File: config.mk
export PLATFORM = sky130hd
export DESIGN_NAME = adder_responder
export DESIGN_NICKNAME = d
export VERILOG_FILES = /design/src/rtl/adder_responder.sv
export SDC_FILE = /design/constraint.sdc
export NUM_CORES = 1
export LEC_CHECK = 0
export ABC_AREA = 0
export BUFFER_PORTS_ARGS = -buffer_cell sky130_fd_sc_hd__buf_2
export CORE_MARGIN = 3
export CORE_UTILIZATION = 55
export CTS_BUF_LIST = sky130_fd_sc_hd__clkbuf_4
export DETAILED_ROUTE_END_ITERATION = 8
export HOLD_SLACK_MARGIN = 0.02
export PLACE_DENSITY = 0.81
export SLEW_MARGIN = 20
export SYNTH_ARGS = -nofsm -noshare
export SYNTH_HDL_FRONTEND = slang
export SYNTH_SLANG_ARGS = --single-unit
export TNS_END_PERCENT = 30
File: constraint.sdc
create_clock -name clk -period 2.5 [get_ports clk]
set_input_delay 0.25 -clock clk [delete_from_list [all_inputs] [get_ports clk]]
set_output_delay 0.25 -clock clk [all_outputs]
set_load 0.1 [all_outputs]
File: src/rtl/adder_responder.sv
// Buffered adder with valid/ready request and response channels; results leave in order.
// Define ADDER_RESPONDER_CARRY_EN to keep a carry bit per entry and drive resp_carry from it.
module adder_responder #(
  parameter int WIDTH = 4,
  parameter int DEPTH = 2
) (
  input  logic             clk,
  input  logic             rst_n,
  input  logic             req_valid,
  output logic             req_ready,
  input  logic [WIDTH-1:0] req_a,
  input  logic [WIDTH-1:0] req_b,
  output logic             resp_valid,
  input  logic             resp_ready,
  output logic [WIDTH-1:0] resp_sum,
  output logic             resp_carry,
  output logic [7:0]       txn_cnt
);
  localparam int PTR_W = (DEPTH > 1) ? $clog2(DEPTH) : 1;
  localparam int CNT_W = $clog2(DEPTH + 1);

  typedef struct packed {
`ifdef ADDER_RESPONDER_CARRY_EN
    logic             carry;
`endif
    logic [WIDTH-1:0] sum;
  } entry_t;

  entry_t           mem [DEPTH];
  entry_t           wr_entry;
  entry_t           rd_entry;
  logic [PTR_W-1:0] wr_ptr, rd_ptr;
  logic [CNT_W-1:0] count;
  logic             push, pop;

  // Handshakes depend only on registered occupancy, so resp_ready never reaches req_ready.
  assign req_ready  = (count < CNT_W'(DEPTH));
  assign resp_valid = (count != '0);
  assign push       = req_valid && req_ready;
  assign pop        = resp_valid && resp_ready;

  always_comb begin
    wr_entry = '0;
`ifdef ADDER_RESPONDER_CARRY_EN
    {wr_entry.carry, wr_entry.sum} = {1'b0, req_a} + {1'b0, req_b};
`else
    wr_entry.sum = req_a + req_b;
`endif
  end

  // Empty buffer reads as zero so the outputs are defined straight out of reset.
  assign rd_entry = resp_valid ? mem[rd_ptr] : '0;
  assign resp_sum = rd_entry.sum;
`ifdef ADDER_RESPONDER_CARRY_EN
  assign resp_carry = rd_entry.carry;
`else
  assign resp_carry = 1'b0;
`endif

  function automatic logic [PTR_W-1:0] ptr_inc(input logic [PTR_W-1:0] p);
    return (p == PTR_W'(DEPTH - 1)) ? '0 : p + PTR_W'(1);
  endfunction

  always_ff @(posedge clk) begin
    if (push) mem[wr_ptr] <= wr_entry;
  end

  always_ff @(posedge clk or negedge rst_n) begin
    if (!rst_n) begin
      wr_ptr  <= '0;
      rd_ptr  <= '0;
      count   <= '0;
      txn_cnt <= '0;
    end else begin
      if (push) wr_ptr <= ptr_inc(wr_ptr);
      if (pop) begin
        rd_ptr  <= ptr_inc(rd_ptr);
        txn_cnt <= txn_cnt + 8'd1;
      end
      case ({push, pop})
        2'b10:   count <= count + CNT_W'(1);
        2'b01:   count <= count - CNT_W'(1);
        default: count <= count;
      endcase
    end
  end
endmodule

After elaboration in Yosys (flattened, before gate mapping)
Memories as Yosys holds them, arrays and structs flattened. Cells that the tools add are included.

Register bits: 12. Bits in latches: 0. RAM bits: 8. Memory bits (read-only): 0. Bits of input ports: 12. Output and inout port bits: 15. Word-level logic and storage cells: 24. Memories kept: 1.

Memories: mem (words 2, bits a word 4, read ports 1, clocked after memory_dff 0, write ports 1, RTL line 29) `entry_t mem [DEPTH];`.

Add/sub/neg operators: 6. Multipliers: 0. Divide/modulo/power cells: 0. $lt $le $gt $ge: 1. Equal/unequal tests: 2. Shift-type cells: 0. Multiplexer cells: 6. Bitwise operators: 0. Reduce and logical (&&, ||, !) cells: 4.

Operators with widths (number): adder 8 x 1 -> 8 bit (second input constant) (1); adder 4 bit (1); 2-to-1 mux 1 bit (4); 2-to-1 mux 4 bit (1); case mux 2 bit (2 select lines) (1); nonzero test 2 bit (2); adder 1 bit (second input constant) (2); adder 2 x 1 -> 2 bit (second input constant) (1); == test 2 x 1 -> 1 bit (second input constant) (1); == test 2 bit (second input constant) (1); logical AND 1 bit (2); < comparator 2 bit (second input constant) (1); subtractor 2 x 1 -> 2 bit (second input constant) (1).

Depth between registers and ports, before layout
Depth after elaboration: 4. Gate-level depth with buffers: 7. Depth with buffers taken out: 6.

Least setup slack after synthesis
No wires, ideal clock.

Path kind: register to output. Start: reg rd_ptr. End: out resp_sum[0]. Data arrival time: 1.864 ns. Required time: 2.250 ns. Path slack: 0.386 ns. Stages on the path, launching flop included: 4. Path buffers: 1. Cell sequence: dfrtp_1 buf_2 mux2i_1 nor2_1.

Longest elaborated chain between the ends: 2.

RTL lines: from (decl) (RTL line 32) `logic [PTR_W-1:0] wr_ptr, rd_ptr;`; from (signal assigned) (RTL line 77) `rd_ptr <= ptr_inc(rd_ptr);`; memory (2 x 4 bit); 2-to-1 mux 4 bit (RTL line 52) `assign rd_entry = resp_valid ? mem[rd_ptr] : '0;`; to (decl) (RTL line 15) `output logic [WIDTH-1:0] resp_sum,`.

No other way between the ends.

Worst setup path in the final report
Start: reg count[0]. End: out resp_sum[1].

Longest elaborated chain between the ends: 2.

RTL lines: from (decl) (RTL line 33) `logic [CNT_W-1:0] count;`; from (signal assigned) (RTL line 81) `2'b10: count <= count + CNT_W'(1);`; from (signal assigned) (RTL line 82) `2'b01: count <= count - CNT_W'(1);`; from (signal assigned) (RTL line 83) `default: count <= count;`; nonzero test 2 bit (RTL line 38) `assign resp_valid = (count != '0);`; 2-to-1 mux 4 bit (RTL line 52).

No other way between the ends.

==> impl_metrics.sql <==
INSERT INTO impl_metrics (metric_group, metric, value, unit) VALUES
('floorplan', 'design.portCount', '27', ''),
('floorplan', 'start_util', '60.95', '%'),
('sta', 'maxSlewViolCount', '0', ''),
('drt', 'routed_wire_length_per_instance', '12.37', 'µm'),
('critical_path', 'crit_path_top_delay_cell', 'sky130_fd_sc_hd__dfrtp_1', ''),
('placed_design', 'dp_cells', '113', ''),
('drt', 'met1Wirelength', '683', 'µm'),
('placed_design', 'placed_area', '0.001089', 'mm²'),
('grt', 'antenna_violations_before_repair', '0', ''),
('grt', 'grt_pass1_vias', '575', ''),
('drt', 'drt-total-wl', '1.460', 'mm'),
('synthesis', 'syn_area', '960.9', 'µm²'),
('sta', 'max_clock_freq', '0.5851', 'GHz'),
('sta', 'hold_viol_final', '0', ''),
('clock_network', 'clk_path_buf_depth', '2', ''),
('synthesis', 'synthesis.nets', '93', ''),
('clock_network', 'tritoncts.num_buffers', '3', ''),
('critical_path', 'cp-start-kind', 'flip-flop', ''),
('critical_path', 'cp_slowest_stage_delay', '0.49', 'ns'),
('floorplan', 'die-area', '0.002285', 'mm²'),
('critical_path', 'worst_path_most_repeated_cell', 'sky130_fd_sc_hd__nor2_1', ''),
('drt', 'wl_met3', '67', 'µm'),
('clock_network', 'clk_pin_slew', '0.11', 'ns'),
('critical_path', 'cp_cell_sequence', 'nor2_1 -> nor2_1 -> buf_2', ''),
('drt', 'highest-signal-layer', 'met3', ''),
('drt', 'antenna_left', '0', ''),
('sta', 'finClkSkew', '0.003810', 'ns'),
('final_layout', 'layout-area-overhead-vs-synth', '17.06', '%'),
('synthesis', 'avgSynthCellArea', '12.81', 'µm²'),
('drt', 'dr.pass1.iters', '3', ''),
('placed_design', 'detailedPlace.worstSlack', '1.028', 'ns'),
('drt', 'viasPerCell', '5.119', ''),
('clock_network', 'cts_tree', 'yes', ''),
('grt', 'grt_pass1_wl', '2.346', 'mm'),
('sta', 'period_minus_slack', '1.709', 'ns'),
('sta', 'post-route-period-util', '68.36', '%'),
('placed_design', 'hpwl_detailed', '1.202', 'mm'),
('drt', 'vias', '604', ''),
('synthesis', 'synth.area.top_cells', 'sky130_fd_sc_hd__dfrtp_1 31%, sky130_fd_sc_hd__edfxtp_1 25%, sky130_fd_sc_hd__xnor2_1 10%', ''),
('hold_path', 'hold_path_startpoint', 'req_b[0]', ''),
('placed_design', 'portBuffers', '25', ''),
('floorplan', 'floorplan.die.height', '47.80', 'µm'),
('final_layout', 'instances_no_fill', '118', ''),
('critical_path', 'critical_path_buf_inv_count', '1', ''),
('synthesis', 'synth_compound_gate_area_share', '4.688', '%'),
('drt', 'detailedRoute.firstIterationViolations', '11', ''),
('drt', 'detail_route.drc_violations', '0', ''),
('critical_path', 'crit_required', '2.25', 'ns'),
('synthesis', 'synthesis.instances', '75', ''),
('synthesis', 'synth_top_family_by_area', 'XOR/XNOR gates', ''),
('synthesis', 'synth-simple-area-share', '8.073', '%'),
('grt', 'grt_start_max_net_pins', '13', ''),
('synthesis', 'synth.mux.area_fraction', '5.339', '%'),
('placed_design', 'place_congestion', '0.7040', ''),
('sta', 'final_tns_setup', '0', 'ns'),
('final_layout', 'antenna_cells', '0', ''),
('critical_path', 'worstPathMaxFanout', '6', ''),
('synthesis', 'synth-warning-count', '0', ''),
('synthesis', 'synth-seq-area-share', '56.25', '%'),
('critical_path', 'worstSetupEndpointType', 'primary output', ''),
('critical_path', 'criticalPathCategory', 'reg -> out', ''),
('run_status', 'run_status', 'finished clean', ''),
('critical_path', 'critPathTopFamily', 'flip-flops', ''),
('synthesis', 'yosys.area.top_type_share', '31.25', '%'),
('synthesis', 'yosys.cell_types.count', '22', ''),
('clock_network', 'clock_tree.root_cell', 'sky130_fd_sc_hd__clkbuf_4', ''),
('floorplan', 'dieWidth', '47.80', 'µm'),
('synthesis', 'yosys.area_share.xor_xnor', '13.67', '%'),
('critical_path', 'setup.worst_path.start', 'count[0]', ''),
('synthesis', 'synth_top_cell_by_area', 'sky130_fd_sc_hd__dfrtp_1', ''),
('clock_network', 'clkLatencyLatePin', '0.28', 'ns');
[synth_stat cells]
master                      n
sky130_fd_sc_hd__dfrtp_1   12
sky130_fd_sc_hd__xnor2_1   11
sky130_fd_sc_hd__edfxtp_1   8
sky130_fd_sc_hd__nor2_1     8
sky130_fd_sc_hd__ha_1       5
sky130_fd_sc_hd__nand2_1    5
sky130_fd_sc_hd__mux2i_1    4
sky130_fd_sc_hd__xor2_1     4
sky130_fd_sc_hd__inv_1      3
sky130_fd_sc_hd__and3_1     2
sky130_fd_sc_hd__buf_2      2
sky130_fd_sc_hd__a21o_1     1
sky130_fd_sc_hd__a21oi_1    1
sky130_fd_sc_hd__buf_4      1
sky130_fd_sc_hd__conb_1     1
sky130_fd_sc_hd__fa_1       1
sky130_fd_sc_hd__mux2_1     1
sky130_fd_sc_hd__nand4_1    1
sky130_fd_sc_hd__nor3_2     1
sky130_fd_sc_hd__o2111a_1   1
sky130_fd_sc_hd__o211ai_2   1
sky130_fd_sc_hd__o21ai_2    1
[worst register-to-register path: stages, from the launching register on]
cell                      delay (ns)
sky130_fd_sc_hd__dfrtp_1        0.48
sky130_fd_sc_hd__o21ai_2        0.26
sky130_fd_sc_hd__inv_1          0.08
sky130_fd_sc_hd__ha_1           0.20
sky130_fd_sc_hd__xnor2_1        0.17
sky130_fd_sc_hd__nor2_1         0.07
sky130_fd_sc_hd__xnor2_1        0.12
[layer usage]
| layer | GRT usage (%) | vias up |
|---|---|---|
| met5 | 0 | - |
| met4 | 1.613 | 0 |
| met3 | 3.383 | 0 |
| met2 | 26.65 | 17 |
| met1 | 18.27 | 281 |
| li1 | - | 306 |
[path summary, 6_finish.rpt]
path	end	slack (ns)	depth (start not counted)
min	mem[1][0]	0.28	2
min reg2reg	txn_cnt[7]	0.48	1
max reg2reg	count[1]	1.02	6
max	resp_sum[1]	0.79	3
max in group asynchronous	txn_cnt[5]	1.94	2
min in group asynchronous	count[1]	0.35	2
[cell type report]
cell class                      instances  area, µm²
Inverter                                3      11.26
Clock buffer                            3      22.52
Clock inverter                          1      3.754
Multi-Input combinational cell         49      391.6
Timing Repair Buffer                   26      135.1
Fill cell                             104      451.7
Tap cell                               16      20.02
Sequential cell                        20      540.5
[cells in the final DEF, fill, tap and decap left out, types with 4 or more instances in the layout]
master | netlist | layout
sky130_fd_sc_hd__xnor2_1 | 11 | 11
sky130_fd_sc_hd__nand2_1 | 5 | 5
sky130_fd_sc_hd__xor2_1 | 4 | 4
sky130_fd_sc_hd__mux2i_1 | 4 | 4
sky130_fd_sc_hd__dfrtp_1 | 12 | 12
sky130_fd_sc_hd__ha_1 | 5 | 5
sky130_fd_sc_hd__nor2_1 | 8 | 8
sky130_fd_sc_hd__buf_2 | 2 | 25
sky130_fd_sc_hd__edfxtp_1 | 8 | 8
[per-stage QoR]
stage          utilization [%]  hold slack, ns
6_report                 71.35          0.2759
2_1_floorplan                -        -0.04559
5_1_grt                  71.35          0.2835
4_1_cts                  71.35          0.2756
3_5_place_dp             69.05          0.1399
3_3_place_gp             69.05          0.1378
[cell families (layout without fill, tap and decap cells)]
family / after synthesis / after routing
AOI/OAI and AO/OA: 5 / 5
muxes: 5 / 5
and+or+nand+nor: 17 / 17
DFF: 20 / 20
adders and majority gates: 6 / 6
other: 1 / 1
xor gates and xnor gates: 15 / 15
buffers and inverters: 6 / 33
[state kept, by name (all words and copies together) (netlist names)]
signal,flops
txn_cnt,8
wr_ptr,1
mem,8
rd_ptr,1
count,2
[timing repair]
action,in CTS,in global routing
resized for setup,0,0
buffers inserted,0,0
endpoints found under the hold margin,12,0
hold buffers,1,0
Power is left out: the tool's default activity adds up to more than one toggle a clock period on the data nets, which glitch-free logic cannot reach.
